===== src/rtl/gray_threshold_pkg.sv =====
// gray_threshold_pkg
//   Shared definitions for the gray threshold stage: frame-tracking state
//   encoding, binarized pixel words, default image geometry, skid-buffer
//   payload width and the pixel binarization helper.
package gray_threshold_pkg;

  localparam int DEF_IMG_WIDTH  = 640;
  localparam int DEF_IMG_HEIGHT = 480;

  localparam logic [31:0] PIX_ON  = 32'h00FF_FFFF;
  localparam logic [31:0] PIX_OFF = 32'h0000_0000;

  // Payload carried through the skid buffer: {TDATA, TUSER, TLAST}.
  localparam int PAYLOAD_W = 34;

  typedef enum logic [0:0] {
    IDLE   = 1'b0,
    ACTIVE = 1'b1
  } state_e;

  // Unsigned 8-bit compare; a pixel equal to the threshold counts as "on".
  function automatic logic [31:0] binarize(input logic [7:0] gray, input logic [7:0] thr);
    logic [31:0] pix;
    if (gray >= thr) begin
      pix = PIX_ON;
    end else begin
      pix = PIX_OFF;
    end
    return pix;
  endfunction

endpackage


===== src/rtl/gray_threshold_stage_if.sv =====
// gray_threshold_stage_if
//   AXI4-Stream style video beat bundle.
//   TVALID/TREADY : handshake, transfer when both high
//   TDATA[31:0]   : pixel word (gray value in [7:0] on the input side)
//   TUSER         : start of frame
//   TLAST         : end of line
//   modport master drives the beat, modport slave drives TREADY.
interface gray_threshold_stage_if;
  logic        TVALID;
  logic        TREADY;
  logic [31:0] TDATA;
  logic        TUSER;
  logic        TLAST;

  modport master (output TVALID, output TDATA, output TUSER, output TLAST, input TREADY);
  modport slave  (input TVALID, input TDATA, input TUSER, input TLAST, output TREADY);
endinterface


===== src/rtl/axis_skid_buf.sv =====
// axis_skid_buf
//   Two-entry skid buffer with fully registered outputs.
//   clk, rst_n         : clock, synchronous active-low reset
//   s_valid/s_ready    : write side; s_ready is a register (= not full)
//   s_data             : write payload
//   m_valid/m_ready    : read side; m_valid is a register
//   m_data             : head-of-buffer payload (register)
//   s_ready does not depend combinationally on m_ready, so upstream
//   backpressure timing is isolated from downstream.
module axis_skid_buf #(
  parameter int DATA_W = 34
) (
  input  logic              clk,
  input  logic              rst_n,
  input  logic              s_valid,
  output logic              s_ready,
  input  logic [DATA_W-1:0] s_data,
  output logic              m_valid,
  input  logic              m_ready,
  output logic [DATA_W-1:0] m_data
);

  logic [1:0]        count_r;
  logic [1:0]        count_next_s;
  logic [DATA_W-1:0] head_r;
  logic [DATA_W-1:0] spare_r;
  logic              s_ready_r;
  logic              m_valid_r;
  logic              push_s;
  logic              pop_s;

  // Handshake decode and next occupancy.
  always_comb begin
    push_s = s_valid & s_ready_r;
    pop_s  = m_valid_r & m_ready;
    case ({push_s, pop_s})
      2'b10:   count_next_s = count_r + 2'd1;
      2'b01:   count_next_s = count_r - 2'd1;
      default: count_next_s = count_r;
    endcase
  end

  // Storage update; head_r always holds the oldest beat, spare_r the second.
  always_ff @(posedge clk) begin
    if (!rst_n) begin
      count_r   <= 2'd0;
      head_r    <= {DATA_W{1'b0}};
      spare_r   <= {DATA_W{1'b0}};
      s_ready_r <= 1'b0;
      m_valid_r <= 1'b0;
    end else begin
      count_r   <= count_next_s;
      s_ready_r <= (count_next_s != 2'd2);
      m_valid_r <= (count_next_s != 2'd0);
      case (count_r)
        2'd0: begin
          if (push_s) head_r <= s_data;
        end
        2'd1: begin
          if (push_s && pop_s) begin
            head_r <= s_data;
          end else if (push_s) begin
            spare_r <= s_data;
          end
        end
        2'd2: begin
          if (pop_s) head_r <= spare_r;
        end
        default: begin
          head_r <= head_r;
        end
      endcase
    end
  end

  assign s_ready = s_ready_r;
  assign m_valid = m_valid_r;
  assign m_data  = head_r;

endmodule


===== src/rtl/gray_threshold_stage.sv =====
// gray_threshold_stage
//   Binarizes an 8-bit gray video stream against a per-frame threshold and
//   checks line/frame structure.
//   aclk, aresetn   : clock, synchronous active-low reset
//   threshold[7:0]  : binarization threshold, captured on each accepted SOF
//   INPUT_STREAM    : slave beat port (gray in TDATA[7:0], SOF in TUSER, EOL in TLAST)
//   OUTPUT_STREAM   : master beat port (PIX_ON/PIX_OFF word, SOF, EOL), 1-cycle latency
//   frame_done      : 1-cycle pulse after the last beat of a frame is accepted
//   line_err        : 1-cycle pulse on a line-length or frame-structure violation
//   above_count     : on-pixel count of the last completed frame
//   Optional build macro GRAY_THRESHOLD_STATS_EN enables the on-pixel counter;
//   without it above_count is tied to zero.
module gray_threshold_stage
  import gray_threshold_pkg::*;
#(
  parameter int IMG_WIDTH  = DEF_IMG_WIDTH,
  parameter int IMG_HEIGHT = DEF_IMG_HEIGHT
) (
  input  logic                          aclk,
  input  logic                          aresetn,
  input  logic [7:0]                    threshold,
  gray_threshold_stage_if.slave         INPUT_STREAM,
  gray_threshold_stage_if.master        OUTPUT_STREAM,
  output logic                          frame_done,
  output logic                          line_err,
  output logic [31:0]                   above_count
);

  localparam int COL_W = (IMG_WIDTH > 1) ? $clog2(IMG_WIDTH) : 1;
  localparam int ROW_W = (IMG_HEIGHT > 1) ? $clog2(IMG_HEIGHT) : 1;
  localparam logic [COL_W-1:0] COL_LAST = COL_W'(IMG_WIDTH - 1);
  localparam logic [ROW_W-1:0] ROW_LAST = ROW_W'(IMG_HEIGHT - 1);

  state_e                 state_r;
  logic [COL_W-1:0]       col_r;
  logic [ROW_W-1:0]       row_r;
  logic [7:0]             thr_q_r;
  logic                   frame_done_r;
  logic                   line_err_r;

  logic                   in_ready_s;
  logic                   accept_s;
  logic                   push_s;
  logic                   sof_s;
  logic                   eol_s;
  logic [7:0]             gray_s;
  logic [7:0]             thr_eff_s;
  logic [COL_W-1:0]       col_eff_s;
  logic [ROW_W-1:0]       row_eff_s;
  logic [PAYLOAD_W-1:0]   payload_s;
  logic [PAYLOAD_W-1:0]   out_payload_s;
  logic                   out_valid_s;
  logic                   unused_tdata_s;

  assign unused_tdata_s = ^INPUT_STREAM.TDATA[31:8];

  // Beat decode. An SOF beat is judged against the live threshold and at
  // position (0,0), so a restart takes effect on the SOF pixel itself.
  always_comb begin
    sof_s    = INPUT_STREAM.TUSER;
    eol_s    = INPUT_STREAM.TLAST;
    gray_s   = INPUT_STREAM.TDATA[7:0];
    accept_s = INPUT_STREAM.TVALID & in_ready_s;
    if (sof_s) begin
      thr_eff_s = threshold;
      col_eff_s = {COL_W{1'b0}};
      row_eff_s = {ROW_W{1'b0}};
    end else begin
      thr_eff_s = thr_q_r;
      col_eff_s = col_r;
      row_eff_s = row_r;
    end
    // In IDLE only an SOF beat produces output; other beats are swallowed.
    if (accept_s && (sof_s || (state_r == ACTIVE))) begin
      push_s = 1'b1;
    end else begin
      push_s = 1'b0;
    end
    payload_s = {binarize(gray_s, thr_eff_s), sof_s, eol_s};
  end

  // Frame tracking FSM: position counters, threshold capture, status pulses.
  always_ff @(posedge aclk) begin
    if (!aresetn) begin
      state_r      <= IDLE;
      col_r        <= {COL_W{1'b0}};
      row_r        <= {ROW_W{1'b0}};
      thr_q_r      <= 8'h00;
      frame_done_r <= 1'b0;
      line_err_r   <= 1'b0;
    end else begin
      frame_done_r <= 1'b0;
      line_err_r   <= 1'b0;
      if (push_s) begin
        if (sof_s) begin
          thr_q_r <= threshold;
          state_r <= ACTIVE;
          // SOF arriving anywhere but the frame origin is a structure error.
          if ((state_r == ACTIVE) && ((col_r != {COL_W{1'b0}}) || (row_r != {ROW_W{1'b0}}))) begin
            line_err_r <= 1'b1;
          end
        end
        if (eol_s) begin
          col_r <= {COL_W{1'b0}};
          if (col_eff_s != COL_LAST) begin
            line_err_r <= 1'b1;
          end
          if (row_eff_s == ROW_LAST) begin
            frame_done_r <= 1'b1;
            state_r      <= IDLE;
            row_r        <= {ROW_W{1'b0}};
          end else begin
            row_r <= row_eff_s + ROW_W'(1);
          end
        end else if (col_eff_s == COL_LAST) begin
          // Line ran to full width without EOL: flag and resynchronize.
          line_err_r <= 1'b1;
          col_r      <= {COL_W{1'b0}};
          row_r      <= row_eff_s;
        end else begin
          col_r <= col_eff_s + COL_W'(1);
          row_r <= row_eff_s;
        end
      end
    end
  end

`ifdef GRAY_THRESHOLD_STATS_EN
  logic [31:0] above_acc_r;
  logic [31:0] above_next_s;
  logic [31:0] above_count_r;

  // Running on-pixel count for the frame in progress, restarted by SOF.
  always_comb begin
    if (push_s && sof_s) begin
      above_next_s = {31'd0, (gray_s >= thr_eff_s)};
    end else if (push_s) begin
      above_next_s = above_acc_r + {31'd0, (gray_s >= thr_eff_s)};
    end else begin
      above_next_s = above_acc_r;
    end
  end

  // Accumulator and its snapshot, published together with frame_done.
  always_ff @(posedge aclk) begin
    if (!aresetn) begin
      above_acc_r   <= 32'd0;
      above_count_r <= 32'd0;
    end else begin
      above_acc_r <= above_next_s;
      if (push_s && eol_s && (row_eff_s == ROW_LAST)) begin
        above_count_r <= above_next_s;
      end
    end
  end

  assign above_count = above_count_r;
`else
  assign above_count = 32'd0;
`endif

  axis_skid_buf #(
    .DATA_W (PAYLOAD_W)
  ) u_skid (
    .clk     (aclk),
    .rst_n   (aresetn),
    .s_valid (push_s),
    .s_ready (in_ready_s),
    .s_data  (payload_s),
    .m_valid (out_valid_s),
    .m_ready (OUTPUT_STREAM.TREADY),
    .m_data  (out_payload_s)
  );

  assign INPUT_STREAM.TREADY  = in_ready_s;
  assign OUTPUT_STREAM.TVALID = out_valid_s;
  assign OUTPUT_STREAM.TDATA  = out_payload_s[33:2];
  assign OUTPUT_STREAM.TUSER  = out_payload_s[1];
  assign OUTPUT_STREAM.TLAST  = out_payload_s[0];
  assign frame_done           = frame_done_r;
  assign line_err             = line_err_r;

endmodule


===== src/flat_wrapper.sv =====
// flat-port wrapper written by rule: the top's interface ports become plain ports
module gray_threshold_stage_flat import gray_threshold_pkg::*;
#(
  parameter int IMG_WIDTH  = DEF_IMG_WIDTH,
  parameter int IMG_HEIGHT = DEF_IMG_HEIGHT
)
  (aclk, aresetn, threshold, frame_done, line_err, above_count, INPUT_STREAM_TVALID, INPUT_STREAM_TDATA, INPUT_STREAM_TUSER, INPUT_STREAM_TLAST, INPUT_STREAM_TREADY, OUTPUT_STREAM_TVALID, OUTPUT_STREAM_TDATA, OUTPUT_STREAM_TUSER, OUTPUT_STREAM_TLAST, OUTPUT_STREAM_TREADY);
  gray_threshold_stage_if INPUT_STREAM_i ();
  gray_threshold_stage_if OUTPUT_STREAM_i ();
  input  logic aclk;
  input  logic aresetn;
  input  logic [7:0] threshold;
  output logic frame_done;
  output logic line_err;
  output logic [31:0] above_count;
  input wire logic [$bits(INPUT_STREAM_i.TVALID)-1:0] INPUT_STREAM_TVALID;
  input wire logic [$bits(INPUT_STREAM_i.TDATA)-1:0] INPUT_STREAM_TDATA;
  input wire logic [$bits(INPUT_STREAM_i.TUSER)-1:0] INPUT_STREAM_TUSER;
  input wire logic [$bits(INPUT_STREAM_i.TLAST)-1:0] INPUT_STREAM_TLAST;
  output wire logic [$bits(INPUT_STREAM_i.TREADY)-1:0] INPUT_STREAM_TREADY;
  output wire logic [$bits(OUTPUT_STREAM_i.TVALID)-1:0] OUTPUT_STREAM_TVALID;
  output wire logic [$bits(OUTPUT_STREAM_i.TDATA)-1:0] OUTPUT_STREAM_TDATA;
  output wire logic [$bits(OUTPUT_STREAM_i.TUSER)-1:0] OUTPUT_STREAM_TUSER;
  output wire logic [$bits(OUTPUT_STREAM_i.TLAST)-1:0] OUTPUT_STREAM_TLAST;
  input wire logic [$bits(OUTPUT_STREAM_i.TREADY)-1:0] OUTPUT_STREAM_TREADY;
  assign INPUT_STREAM_i.TVALID = INPUT_STREAM_TVALID;
  assign INPUT_STREAM_i.TDATA = INPUT_STREAM_TDATA;
  assign INPUT_STREAM_i.TUSER = INPUT_STREAM_TUSER;
  assign INPUT_STREAM_i.TLAST = INPUT_STREAM_TLAST;
  assign INPUT_STREAM_TREADY = INPUT_STREAM_i.TREADY;
  assign OUTPUT_STREAM_TVALID = OUTPUT_STREAM_i.TVALID;
  assign OUTPUT_STREAM_TDATA = OUTPUT_STREAM_i.TDATA;
  assign OUTPUT_STREAM_TUSER = OUTPUT_STREAM_i.TUSER;
  assign OUTPUT_STREAM_TLAST = OUTPUT_STREAM_i.TLAST;
  assign OUTPUT_STREAM_i.TREADY = OUTPUT_STREAM_TREADY;
  gray_threshold_stage #(.IMG_WIDTH(IMG_WIDTH), .IMG_HEIGHT(IMG_HEIGHT)) u_core (.aclk(aclk), .aresetn(aresetn), .threshold(threshold), .INPUT_STREAM(INPUT_STREAM_i), .OUTPUT_STREAM(OUTPUT_STREAM_i), .frame_done(frame_done), .line_err(line_err), .above_count(above_count));
endmodule

===== config.mk =====
export PLATFORM = sky130hd
export DESIGN_NAME = gray_threshold_stage_flat
export DESIGN_NICKNAME = d
export VERILOG_FILES = /design/src/rtl/gray_threshold_pkg.sv /design/src/rtl/gray_threshold_stage_if.sv /design/src/rtl/axis_skid_buf.sv /design/src/rtl/gray_threshold_stage.sv /design/src/flat_wrapper.sv
export SDC_FILE = /design/constraint.sdc
export NUM_CORES = 1
export LEC_CHECK = 0
export CORE_ASPECT_RATIO = 0.9
export CORE_MARGIN = 8
export CORE_UTILIZATION = 40
export DETAILED_ROUTE_END_ITERATION = 8
export PLACE_DENSITY = 0.77
export SLEW_MARGIN = 20
export SYNTH_ARGS = -nofsm -noshare
export SYNTH_HDL_FRONTEND = slang
export SYNTH_SLANG_ARGS = --single-unit

===== constraint.sdc =====
create_clock -name aclk -period 2.15 [get_ports aclk]
set_input_delay 0.3225 -clock aclk [delete_from_list [all_inputs] [get_ports aclk]]
set_output_delay 0.3225 -clock aclk [all_outputs]
set_load 0.05 [all_outputs]

# == Yosys cells after proc, flatten, opt, wreduce, memory -nomap -nowiden ==
# Cells that the tools add are included.
# totals
romBits,0
ff_bits,102
wordCells,68
memories,0
input_bits,46
latch_bits,0
ramBits,0
out_inout_bits,70
# op_classes
multipliers,0
bitwise,4
eq_ne,11
n_lt_le_gt_ge,1
addsub,4
n_shift,0
mux,23
reduce_logical,14
n_div,0
# ops
cell,count
two-way mux 34 bit,3
one-hot mux 34 bit (3 select lines),1
two-way mux 10 bit,3
two-way mux 9 bit,3
two-way mux 24 bit,1
"adder 10 x 1 -> 10 bit, second input constant",1
"equality test 10 bit, second input constant",1
two-way mux 1 bit,10
"inequality test 10 bit, second input constant",1
nonzero test 10 bit,1
"adder 9 x 1 -> 9 bit, second input constant",1
"equality test 9 bit, second input constant",1
nonzero test 9 bit,1
>= comparator 8 bit,1
two-way mux 8 bit,1
"inequality test 2 bit, second input constant",4
AND reduction 3 bit,2
"equality test 2 x 1 -> 1 bit, second input constant",2
"equality test 2 bit, second input constant",2
one-hot mux 2 bit (2 select lines),1
AND reduction 4 bit,1
bitwise AND 1 bit,3
logical AND 1 bit,3
nonzero test 3 bit,1
7 further kinds,8

# == Depth between registers and ports, before layout ==
# Gate-level depths: netlist (run 1).
# logic_depth
word_depth,7
ltp_mapped,10

# == By module ==
# Synthesis (run 1) repeated with hierarchy kept, for this count alone.
# hier_totals
hier_cells,627
hier_area_um2,5422.7
# by_module_without_submodules
module,area_each_um2,n_inst,seq_area_each_um2,cells_each
axis_skid_buf,3281.9,1,1441.4,367
gray_threshold_stage,2140.8,1,600.6,260

# == Least setup slack after synthesis (run 1) ==
# OpenSTA, ideal clock, no wires.
# synth_path
path_kind,reg2reg
from,register u_core.u_skid.s_ready_r (netlist: u_core.u_skid.s_ready)
to,register u_core.u_skid.head_r[0] (netlist: u_core.u_skid.m_data[0])
required_ps,2064
synth_period_minus_slack_ps,2336
arrival_time_ps,2250
setup_slack_ps,-186
n_path_buf,2
setup_time_ps,86
path_stages_with_launch,10
path_cell_list,dfxtp_1 o211ai_2 buf_6 inv_2 buf_2 ha_1 nor2b_1 a2111oi_4 nor2_1 a211oi_1
# synth_via
elab_chain_len,7
# synth_lines
element,line,text
"start, declared",axis_skid_buf.sv:27,logic s_ready_r;
"start signal, assigned",axis_skid_buf.sv:53,s_ready_r <= (count_next_s != 2'd2);
bitwise AND 1 bit,gray_threshold_stage.sv:63,accept_s = INPUT_STREAM.TVALID & in_ready_s;
logical AND 1 bit,gray_threshold_stage.sv:74,if (accept_s && (sof_s || (state_r == ACTIVE))) begin
two-way mux 1 bit,gray_threshold_stage.sv:74,
bitwise AND 1 bit (*),axis_skid_buf.sv:34,push_s = s_valid & s_ready_r;
logical AND 1 bit,axis_skid_buf.sv:60,if (push_s && pop_s) begin
inequality test 2 bit (no line),n/a,
AND reduction 4 bit (no line) (*),n/a,
"end signal, assigned",axis_skid_buf.sv:57,if (push_s) head_r <= s_data;
"end signal, assigned",axis_skid_buf.sv:61,head_r <= s_data;
"end signal, assigned",axis_skid_buf.sv:67,if (pop_s) head_r <= spare_r;
"end, declared",axis_skid_buf.sv:25,logic [DATA_W-1:0] head_r;
# Mark *: on every way between the ends. The rest lies on a longest branch, timed or not.
# A chain may end at the register's enable or synchronous reset.

# == Worst setup path after layout (run 1) ==
# layout_path
from,input INPUT_STREAM_TUSER
to,register u_core.u_skid.s_ready_r (netlist: u_core.u_skid.s_ready)
# layout_via
elab_chain_len,7
# layout_lines
element,line,text
"start, declared",flat_wrapper.sv:18,input wire logic [$bits(INPUT_STREAM_i.TUSER)-1:0] INPUT_STREAM_TUSER;
logical OR 1 bit (*),gray_threshold_stage.sv:74,
logical AND 1 bit (*),gray_threshold_stage.sv:74,
two-way mux 1 bit (*),gray_threshold_stage.sv:74,
bitwise AND 1 bit (*),axis_skid_buf.sv:34,
equality test 2 x 1 -> 1 bit or equality test 2 bit (tied branches),axis_skid_buf.sv:36,"case ({push_s, pop_s})"
one-hot mux 2 bit (2 select lines) (*),axis_skid_buf.sv:36,
inequality test 2 bit (*),axis_skid_buf.sv:53,
# Marked as above.

==> impl_metrics.ini, run 1 <==
[outcome]
status = finished, final reports clean

[min_path]
min_from = u_core.u_skid.spare_r[1]$_SDFFE_PN0P_
hold_end = u_core.u_skid.spare_r[1]$_SDFFE_PN0P_
hold_path.class = reg -> reg
holdPathStages = 2

[drt]
postRouteAntennaNets = 0
firstDrtPassIters = 4
wl_um = 7197
routedWlPerCell_um = 14.51
drc = 0
via_per_inst = 5.099
vias = 2529
drt_iter0_markers = 149

[global_route]
grt_pass1_vias = 2445
grtUsageTotal_pct = 13.57
antenna_found_initial = 0
grt_pass1_wl_um = 11940
grt_max_degree = 26
gr-total-overflow = 0

[clocking]
clk_latency_ns = 0.29
clock_path_buffers = 2
clk_pin_slew_worst_paths_ns = 0.08
cts_buffers = 5
clock-root-buffer = clkbuf_8
cts.sinks = 40
post-cts-setup-buffers = 0
htree_num_levels = 2
cts_hold_buffers = 0
cts_tree = built

[timing]
slew_headroom_pct = 51.49
period_needed_ns = 2.031
rsz0062_at_grt = no
period_share_pct = 94.48
final.setup_skew_ns = 0.004211
worstMarginPinSlew_ns = 0.7267
setup_viol = 0
fin_ws_ns = 0.1187
slew_violations = 0
max_freq_ghz = 0.4923
final-hold-violation-count = 0

[synthesis]
ys_ff_latch = 40
synth_edf_count = 0
syn-instance-count = 358
synthFlopType = dfxtp_1
synth_warnings = 0
yosysSeqAreaShare_pct = 27.04
syn_area_sq_mm = 0.002962
async_reset_ff_share_pct = 0
avgSynthCellArea_sq_um = 8.273
synth.distinct_cells = 57

[run]
drv_cap = 0

[place]
dpl.hpwl_um = 5537
placedInstanceArea_sq_mm = 0.003342
place_ws_ns = -0.4534
portBuffers = 51
placed_cells = 488
gp_congestion = 0.8486

[power]
p_total_mw = 1.980
leakagePower_nw = 1.472
ir_drop_mv = 0.3631
power_density_mw_per_mm2 = 570.8

[layout]
drive_above_1_share_pct = 18.61
finalInstanceArea_sq_mm = 0.003470
utilization_pct = 48.79
instances_no_fill = 496
fin_nets = 465
antenna_cells = 0
areaGrowthSynthToFinish_pct = 17.15

[critical_path]
reg2reg_to = u_core.col_r[8]$_SDFFE_PN0N_
path_max_fanout = 16
reg2reg_depth = 6
path_cells = dlygate4sd2_1, buf_4, buf_4, o211ai_4, inv_2, buf_4, ha_1, nor2_1, o21ai_0, a21oi_1, a21o_1
r2r_start = u_core.col_r[0]$_SDFFE_PN0N_
crit_type = in -> reg
crit_required_ns = 2.39
startpoint_type = input pin
reg2reg_slack_ns = 0.30
cp_common_cell = buf_4
crit_slowest_cell = ha_1
cp.arrival_ns = 2.27
max_stage_delay_ns = 0.32
cp-end-kind = flip-flop

[die]
core_sq_mm = 0.007112
io_pins = 116
die_h_um = 97.63
rows = 29
die_area_sq_mm = 0.01042
start_util_pct = 41.64
die_w_um = 106.7
## metal layers
metal | routed length, um | up-vias | share of wire, % | GRT usage (%)
li1 | - | 1259 | - | -
met5 | 0 | - | 0 | 0
met3 | 513 | 9 | 7.1 | 3.846
met2 | 3451 | 84 | 48 | 23.03
met1 | 3164 | 1177 | 44 | 16.34
met4 | 68 | 0 | 0.94 | 3.135
## cells in the final DEF (no fill, tap or decap), types with 3 or more instances in the layout
cell	synthesis	layout
and2_1	3	3
nand2b_1	5	5
ha_1	17	16
o211ai_1	3	3
inv_1	11	11
nand4_1	8	8
nand4b_1	3	3
nor3_1	10	10
nor2b_1	6	6
nor4_1	8	8
a211oi_1	10	10
clkbuf_8	0	5
dfxtp_1	40	39
o21ai_1	3	3
a21oi_1	17	17
nor2_1	25	25
nand2_1	28	28
conb_1	1	40
o21ai_0	8	8
mux2i_1	11	11
nand3_1	11	11
buf_4	64	53
clkdlybuf4s50_1	0	26
## layout make-up
class	count	area, sq um
clock buffers	6	72.57
repair buffers	81	686.9
multi-input cells	262	1712
fillers	687	3642
well taps	93	116.4
inverters	12	45.04
clock inverters	2	35.03
flip-flops and latches	40	802.0
## flip-flops by register name, indices dropped and copies added, names as in the netlist
signal and flops:
u_core.col_r 10, u_core.row_r 9, u_core.line_err 1, u_core.u_skid.m_data 3, u_core.u_skid.count_r 2, u_core.thr_q_r 8, u_core.u_skid.m_valid 1, u_core.frame_done 1
u_core.u_skid.spare_r 3, u_core.state_r 1, u_core.u_skid.s_ready 1
## worst max-delay path by stage
| stage | start | end |
|---|---|---|
| after global routing | INPUT_STREAM_TUSER | u_core.u_skid.s_ready$_SDFF_PN0_ |
| after floorplan | u_core.u_skid.s_ready$_SDFF_PN0_ | u_core.u_skid.m_data[0]$_SDFFE_PN0P_ |
| final | INPUT_STREAM_TUSER | u_core.u_skid.s_ready$_SDFF_PN0_ |
| after global placement | INPUT_STREAM_TUSER | u_core.col_r[8]$_SDFFE_PN0N_ |
| after CTS | INPUT_STREAM_TUSER | u_core.u_skid.s_ready$_SDFF_PN0_ |
| after detailed placement | INPUT_STREAM_TUSER | u_core.col_r[8]$_SDFFE_PN0N_ |
## report_power, final
group / internal (mW) / switching (mW)
sequential: 0.759 / 0.0202
combinational: 0.170 / 0.415
clock: 0.345 / 0.272
total: 1.27 / 0.707
## worst max-delay path, delay by kind of cell
family,cells,cell delay (ns)
AOI/OAI and AO/OA,4,0.67
adders and majority gates,1,0.32
buffers and inverters,5,0.84
and+or+nand+nor,1,0.11
## synth_stat cells (10+ instances only)
master	n	share of area [%]
a211oi_1	10	2.5
a21oi_1	17	2.9
buf_2	10	1.7
buf_4	64	16
dfxtp_1	40	27
ha_1	17	7.2
inv_1	11	1.4
mux2i_1	11	3.7
nand2_1	28	3.5
nand3_1	11	1.9
nor2_1	25	3.2
nor3_1	10	1.7
## per-stage QoR
stage	TNS [ns]	hold WS, ns
5_1_grt	0	0.5129
3_3_place_gp	-5.590	0.4458
6_report	0	0.4728
2_1_floorplan	0	0.4360
4_1_cts	0	0.4702
3_5_place_dp	-7.065	0.4606
## repair_timing
item                       4_1_cts  5_1_grt
pin swaps                        1        1
gates resized for setup          5        0
setup endpoints to repair       11        1
## cells by family after synthesis
logic type	after synthesis	share of synthesized area, %
fa+ha+maj	17	7.182
simple gates	123	23.15
mux	12	4.098
buf+inv	95	20.83
other cells	1	0.1266
compound gates	67	16.69
xor+xnor	3	0.8874
flops	40	27.04
No activity file was read; power rests on OpenSTA's default activity.
==> inputs of run 2 (changes only) <==
Settings changed: CAP_MARGIN set to 20, PLACE_DENSITY 0.77 to 0.88.
==> impl_metrics.ini, run 2 (synthesized netlist as in run 1, its figures left out) <==
[critical_path]
crit_required_ns = 2.35
crit_type = in -> reg
reg2reg_to = u_core.col_r[8]$_SDFFE_PN0N_
reg2reg_slack_ns = 0.21
cp.arrival_ns = 2.17
r2r_start = u_core.col_r[0]$_SDFFE_PN0N_
path_max_fanout = 2
max_stage_delay_ns = 0.44
crit_slowest_cell = a2111o_1
path_cells = clkdlybuf4s50_1, mux2_2, ha_1, nand2b_1, a2111o_1, a211oi_2, o22ai_1
cp-end-kind = flip-flop
endpoint = u_core.u_skid.m_data[24]$_SDFFE_PN0P_
crit_start = threshold[0]
reg2reg_depth = 6
startpoint_type = input pin

[power]
ir_drop_mv = 0.2269
leakagePower_nw = 1.453
power_density_mw_per_mm2 = 580.7
p_total_mw = 1.989

[timing]
worstMarginPinSlew_ns = 0.7441
slew_headroom_pct = 50.32
period_needed_ns = 1.972
setup_viol = 0
max_freq_ghz = 0.5070
final-hold-violation-count = 0
slew_violations = 0
fin_ws_ns = 0.1776
holdWs_ns = 0.4676
period_share_pct = 91.74
final.setup_skew_ns = 0.008149
rsz0062_at_grt = no

[clocking]
clk_latency_ns = 0.30
cts_hold_buffers = 0
cts.sinks = 40
clock_path_buffers = 2
cts_tree = built
cts_buffers = 5
clock-root-buffer = clkbuf_8
clk_pin_slew_worst_paths_ns = 0.08
htree_num_levels = 2

[drt]
postRouteAntennaNets = 0
firstDrtPassIters = 5
routedWlPerCell_um = 15.42
drt_iter0_markers = 148
drc = 0
via_per_inst = 5.298
wl_um = 7601
vias = 2612

[place]
placedInstanceArea_sq_mm = 0.003307
portBuffers = 51
dpl.hpwl_um = 5896
placed_cells = 485
gp_congestion = 0.8891
place_ws_ns = -0.3969

[layout]
mostFrequentLayoutCell = buf_4
fin_nets = 462
finalInstanceArea_sq_mm = 0.003426
instances_no_fill = 493
largest_register_ff_count = 10
regMostFlops = u_core.col_r
antenna_cells = 0
final_cell_mix = 50 x buf_4, 40 x conb_1, 39 x dfxtp_1
areaGrowthSynthToFinish_pct = 15.67
drive_above_1_share_pct = 17.75
largestRegisters = u_core.col_r x10, u_core.row_r x9, u_core.thr_q_r x8

[die]
die_h_um = 97.63
io_pins = 116
core_sq_mm = 0.007112
die_area_sq_mm = 0.01042
start_util_pct = 41.64
die_w_um = 106.7
rows = 29

[global_route]
grt_pass1_wl_um = 12480
antenna_found_initial = 0
grtUsageTotal_pct = 14.23
gr-total-overflow = 0
grt_max_degree = 26
grt_pass1_vias = 2587

[run]
drv_cap = 0

[min_path]
min_from = u_core.u_skid.spare_r[1]$_SDFFE_PN0P_
hold_path.class = reg -> reg

[outcome]
status = finished, final reports clean
[run 2: per-layer routing]
layer  vias to the layer above  global-route usage [%]  part of all wire, %
met5                         -                       0                    0
met4                         0                   4.324                  2.1
met3                        13                   4.045                  6.9
met2                       110                   23.70                   48
met1                      1227                   17.11                   43
li1                       1262                       -                    -
[run 2: where the power goes]
group          total (mW)  switching (mW)  internal [mW]
combinational       0.580           0.417          0.163
sequential          0.778          0.0196          0.759
clock               0.631           0.287          0.344
total                1.99           0.724           1.27
[run 2: worst min-delay path by stage]
stage                                                       end  slack [ns]  cells past startpoint
after global placement    u_core.u_skid.spare_r[1]$_SDFFE_PN0P_        0.44                      2
final                     u_core.u_skid.spare_r[1]$_SDFFE_PN0P_        0.47                      2
after CTS                 u_core.u_skid.spare_r[1]$_SDFFE_PN0P_        0.47                      2
after detailed placement  u_core.u_skid.spare_r[1]$_SDFFE_PN0P_        0.46                      2
after floorplan           u_core.u_skid.spare_r[0]$_SDFFE_PN0P_        0.44                      2
after global routing      u_core.u_skid.spare_r[1]$_SDFFE_PN0P_        0.51                      2
[run 2: layout make-up]
| type | count | area (sq um) |
|---|---|---|
| multi-input cells | 262 | 1695 |
| clock inverters | 3 | 42.54 |
| clock buffers | 5 | 68.82 |
| repair buffers | 78 | 655.6 |
| inverters | 12 | 45.04 |
| flip-flops and latches | 40 | 802.0 |
| well taps | 93 | 116.4 |
| fillers | 664 | 3686 |
[run 2: what timing repair did]
action                                  4_1_cts  5_1_grt
endpoints found under the setup margin        5        0
hold endpoints to repair                      0        0
gates resized for setup                       3        0
setup buffers                                 0        0
[run 2: per-stage QoR]
step,util [%],setup TNS [ns]
floorplan,-,0
global placement,46.50,-5.042
detailed placement,46.50,-6.373
CTS,48.17,0
global route,48.17,0
finish,48.17,0
[run 2: worst max-delay path: cells and delay by family]
kind	cells	cell delay [ns]
AO/OA/AOI/OAI	3	0.75
adder cells (fa/ha/maj)	1	0.26
buffers and inverters	1	0.41
multiplexers	1	0.28
AND/OR/NAND/NOR	1	0.14
